==> src/rtl/filter_pkg.sv <==
// Constants shared by the forward two-tap filter and its inverse decoder.
package filter_pkg;

    localparam int SAMPLE_W = 32;

    typedef enum logic {
        PHASE_EVEN = 1'b0,
        PHASE_ODD  = 1'b1
    } phase_e;

endpackage

==> src/rtl/inv_stage.sv <==
// Recursive inverse of y[n] = x[n] + x[n-1]: x[n] = y[n] - hist, hist <= x[n] on load.
import filter_pkg::*;

module inv_stage #(
    parameter int W = SAMPLE_W
) (
    input  logic         clk,
    input  logic         rst_n,
    input  logic         clear_i,
    input  logic         load_i,
    input  logic [W-1:0] data_i,
    output logic [W-1:0] diff_o
);

    logic [W-1:0] hist_q, hist_d;

    always_comb begin
        diff_o = data_i - hist_q;
        hist_d = hist_q;
        if (clear_i) begin
            hist_d = '0;
        end else if (load_i) begin
            hist_d = diff_o;
        end
    end

    always_ff @(posedge clk or negedge rst_n) begin
        if (!rst_n) begin
            hist_q <= '0;
        end else begin
            hist_q <= hist_d;
        end
    end

endmodule

==> src/rtl/inverse_filter.sv <==
// Streaming decoder for the two-tap filter with a single registered output stage,
// tagging each recovered sample with its even/odd phase and running index.
import filter_pkg::*;

module inverse_filter #(
    parameter int W     = SAMPLE_W,
    parameter int CNT_W = 16
) (
    input  logic             clk,
    input  logic             reset,
    input  logic             clear,
    input  logic             in_valid,
    output logic             in_ready,
    input  logic [W-1:0]     in_data,
    output logic             out_valid,
    input  logic             out_ready,
    output logic [W-1:0]     out_data,
    output logic             out_phase,
    output logic [CNT_W-1:0] out_index
);

    logic             out_valid_q, out_valid_d;
    logic [W-1:0]     out_data_q, out_data_d;
    phase_e           out_phase_q, out_phase_d;
    logic [CNT_W-1:0] out_index_q, out_index_d;
    phase_e           phase_q, phase_d;
    logic [CNT_W-1:0] count_q, count_d;
    logic [W-1:0]     diff;
    logic             accept;

    // Gated by reset so the block refuses input while held in reset.
    assign in_ready = reset && !clear && (!out_valid_q || out_ready);
    assign accept   = in_valid && in_ready;

    inv_stage #(.W(W)) u_inv_stage (
        .clk     (clk),
        .rst_n   (reset),
        .clear_i (clear),
        .load_i  (accept),
        .data_i  (in_data),
        .diff_o  (diff)
    );

    always_comb begin
        // NOTE: every _d gets its hold value first, so no path leaves it unassigned (no latch).
        out_valid_d = out_valid_q;
        out_data_d  = out_data_q;
        out_phase_d = out_phase_q;
        out_index_d = out_index_q;
        phase_d     = phase_q;
        count_d     = count_q;
        if (clear) begin
            out_valid_d = 1'b0;
            phase_d     = PHASE_EVEN;
            count_d     = '0;
        end else if (accept) begin
            out_valid_d = 1'b1;
            out_data_d  = diff;
            out_phase_d = phase_q;
            out_index_d = count_q;
            phase_d     = (phase_q == PHASE_EVEN) ? PHASE_ODD : PHASE_EVEN;
            count_d     = count_q + CNT_W'(1);
        end else if (out_ready) begin
            out_valid_d = 1'b0;
        end
    end

    // NOTE: state updates use <= so all registers see pre-edge values of each other.
    always_ff @(posedge clk or negedge reset) begin
        if (!reset) begin
            out_valid_q <= 1'b0;
            out_data_q  <= '0;
            out_phase_q <= PHASE_EVEN;
            out_index_q <= '0;
            phase_q     <= PHASE_EVEN;
            count_q     <= '0;
        end else begin
            out_valid_q <= out_valid_d;
            out_data_q  <= out_data_d;
            out_phase_q <= out_phase_d;
            out_index_q <= out_index_d;
            phase_q     <= phase_d;
            count_q     <= count_d;
        end
    end

    assign out_valid = out_valid_q;
    assign out_data  = out_data_q;
    assign out_phase = out_phase_q;
    assign out_index = out_index_q;

endmodule
==> config.mk <==
export PLATFORM = sky130hd
export DESIGN_NAME = inverse_filter
export DESIGN_NICKNAME = d
export VERILOG_FILES = /design/src/rtl/filter_pkg.sv /design/src/rtl/inv_stage.sv /design/src/rtl/inverse_filter.sv
export SDC_FILE = /design/constraint.sdc
export NUM_CORES = 1
export LEC_CHECK = 0
export BUFFER_PORTS_ARGS = -buffer_cell sky130_fd_sc_hd__buf_2
export CAP_MARGIN = 30
export CORE_AREA = 2 2 102 104
export CTS_CLUSTER_SIZE = 28
export DETAILED_ROUTE_END_ITERATION = 8
export DIE_AREA = 0 0 104 106
export PLACE_DENSITY = 0.79
export SYNTH_ARGS = -nofsm -noshare
export SYNTH_HDL_FRONTEND = slang
export SYNTH_SLANG_ARGS = --single-unit
==> constraint.sdc <==
create_clock -name clk -period 4 [get_ports clk]
set_input_delay 0.2 -clock clk [delete_from_list [all_inputs] [get_ports clk]]
set_output_delay 0.2 -clock clk [all_outputs]
set_load 0.01 [all_outputs]
==> run summary <==
Nets@finish: 789
Vias in the first global route: 4674
Worst stage delay on the critical path: 0.41 ns
Post-CTS sizing: 0
Syn avg cell area: 8.688 um^2
Worst reg2reg path depth: 12
Tot GR Track Use: 24.39%
Share of post-route cells with drive strength above 1: 16.32%
Placer Congestion: 0.9292
Core Area: 0.01000 mm^2
Hold Slack: 0.1486 ns
Most used cell, CP: a21oi_1
End of the worst hold path: out_valid$_DFFE_PN0P_
Initial antenna violation count: 0
Post-route antenna net violation count: 0
Clk buf depth: 2
Clock-pin slew on the worst setup and hold paths: 0.10 ns
Post-synthesis sequential area ratio: 44.62%
Top delay family on crit path: compound AO/OA/AOI/OAI gates
Critical path's slowest cell: dfrtp_1
CTS tree: yes
Clock Latency Late Sink: 0.39 ns
Total Power: 2.546 mW
Total Neg Setup Slack: 0 ns
Critical Path Fanout Max: 5
CP cell instances: ha_1 > inv_1 > fa_1 > a21oi_1 > o21ai_1 > a21oi_1 > nand2b_4 > o31a_4 > o31ai_4 > a221o_1 > mux2i_1 > o31ai_1
RR Startpoint: u_inv_stage.hist_q[0]$_DFFE_PN0P_
Fill cells: 889
Period utilization: 71.31%
Fraction of registers with async set/reset: 100.0%
Sequential Area: 0.002477 mm^2
Outcome: completed
Max-slew violations: 0
Worst Path Buf+Inv: 1
R2R Path End: u_inv_stage.hist_q[26]$_DFFE_PN0P_
TritonRoute pass-1 iters: 4
Largest area contributor in the netlist: dfrtp_1
Synth Cell Area: 0.005552 mm^2
Tmin final: 2.852 ns
ANT cells: 0
Detail Placement HPWL: 9.138 mm
F_max: 350.6 MHz
Vias: 4682
Initial Util: 55.52%
Final setup viols: 0
Buffer count from post-CTS setup fixing: 0
Depth of the CTS H-tree: 3
Vias per cell: 5.451
Io pins: 88
Syn Nets: 710
Setup slack at placement: 1.228 ns
Max_slew headroom: 45.52%
Clk root buf: clkbuf_8
FP Rows: 37
Hold Fails Final Rpt: 0
Crit path kind: flip-flop to flip-flop
Die ar.: 0.01102 mm^2
Min-Delay Path Class: input pin to flip-flop
DRC Markers: 0
Multi-input gate area: 0.002846 mm^2
Die Span X: 104 um
Num Clock Sinks: 99
Cells after Synth: 639
CTS hold repair buffers: 1
Synth Register Bits: 99
Dominant synthesized flop cell: dfrtp_1
MaxCap Viol Count: 0
Synth warnings: 0
Clk_skew: 0.01250 ns
Largest net degree at the start of global routing: 82
RSZ-0062 raised after global routing: false
Worst Hold Launch: out_ready
Drt initial violations: 237
LEAKAGE: 3.225 nW
Number of port buffers: 87
Synth unique cells: 49
Top cell type's share of synthesized area: 44.62%
Area contributors post-synth: dfrtp_1 45%, nand2_1 11%, ha_1 7.4%
Pwr/cell area: 401.4 mW/mm^2
Maximum vdd ir drop: 0.2026 mV
First-pass GRT wire length: 21.82 mm
Final Worst Setup Slack: 1.148 ns
CP Launch Type: flip-flop
WL per Instance: 14.72 um
Hold path depth: 3
EDFF count, synth: 0
Arrival time worst endpoint: 3.09 ns
WL final: 12.65 mm
Synthesis-to-finish area growth: 14.24%
Util after Layout: 63.43%
TritonCTS Buffers: 9
Grt ovf: 0
Worst path required time: 4.24 ns
Setup crit end kind: flip-flop
Flop2flop setup slack: 1.15 ns
Die H: 106 um
Slew @ Worst Pin: 0.8171 ns
## per-stage QoR
step,std cells,area [um^2]
after detailed placement,842,6101
after floorplan,639,5552
after CTS,859,6342
after global routing,859,6342
after global placement,842,6101
final,859,6342
## Yosys cell counts, drive strengths merged, types with 5 or more instances
cell and number:
a21o 25, a21oi 55, a31oi 5, and3 8, buf 7, clkbuf 17, dfrtp 99, ha 33
inv 37, mux2i 6, nand2 167, nand2b 8, nand3 17, nand4 8, nor2 35, nor3 5
o21ai 26, xnor2 16, xor2 19
## cell usage in the layout, fill, tap and decap left out, types with 4 or more instances in the layout
| cell | instances |
|---|---|
| nand2b_1 | 7 |
| nor3_1 | 5 |
| dfrtp_1 | 99 |
| nand3_1 | 17 |
| a21oi_1 | 55 |
| xor2_1 | 19 |
| o21bai_1 | 4 |
| inv_1 | 37 |
| clkbuf_8 | 9 |
| and3_1 | 8 |
| a31oi_1 | 5 |
| nand4_1 | 8 |
| buf_2 | 86 |
| buf_4 | 5 |
| o21ai_0 | 22 |
| nor2_1 | 35 |
| nand2_1 | 166 |
| ha_1 | 33 |
| mux2i_1 | 6 |
| a21o_1 | 25 |
| xnor2_1 | 16 |
## layer usage
metal,track usage (%),routed length [um],vias to the layer above
met5,0,0,-
met1,32.22,5664,2232
li1,-,-,2303
met3,4.231,653,24
met4,9.749,288,0
met2,40.23,6043,123
## state kept, by name, indices dropped and copies added (netlist names)
signal and count:
out_data 32, out_valid 1, u_inv_stage.hist_q 32, count_q 16, out_index 16, phase_q 1, out_phase 1
## cell type report
class	instances	share of cell area, %
Tap cell	136	2.683
Timing Repair Buffer	92	7.536
Inverter	37	2.190
Multi-Input combinational cell	479	44.88
Clock buffer	9	1.953
Clock inverter	7	1.697
Sequential cell	99	39.06
## how the worst max path moves through the flow
stage	start	endpoint	slack, ns	depth (start not counted)
finish	u_inv_stage.hist_q[0]$_DFFE_PN0P_	u_inv_stage.hist_q[26]$_DFFE_PN0P_	1.15	12
global route	u_inv_stage.hist_q[0]$_DFFE_PN0P_	u_inv_stage.hist_q[26]$_DFFE_PN0P_	0.98	12
CTS	u_inv_stage.hist_q[0]$_DFFE_PN0P_	u_inv_stage.hist_q[26]$_DFFE_PN0P_	1.16	12
detailed placement	u_inv_stage.hist_q[0]$_DFFE_PN0P_	u_inv_stage.hist_q[26]$_DFFE_PN0P_	1.23	12
global placement	u_inv_stage.hist_q[0]$_DFFE_PN0P_	u_inv_stage.hist_q[26]$_DFFE_PN0P_	1.30	12
floorplan	u_inv_stage.hist_q[0]$_DFFE_PN0P_	u_inv_stage.hist_q[26]$_DFFE_PN0P_	1.51	12
## cells by family after synthesis
group / after synthesis / synth area share, %
multiplexers: 6 / 1.082
buffers and inverters: 61 / 4.169
XOR/XNOR: 35 / 5.522
flip-flops: 99 / 44.62
adder cells (fa/ha/maj): 34 / 7.798
AND/OR/NAND/NOR: 265 / 20.67
AO/OA/AOI/OAI: 139 / 16.14
## worst min-delay path: stages
cell and delay, ns:
buf_2 0.08, nor2b_1 0.05, a21o_1 0.18
## power by group
group / leakage (nW) / internal (mW) / switching, mW
Clock: 0.114 / 0.366 / 0.394
Sequential: 1.32 / 1.10 / 0.0612
Combinational: 1.79 / 0.255 / 0.365
Total: 3.23 / 1.73 / 0.821
No activity file was read; power rests on OpenSTA's default activity.
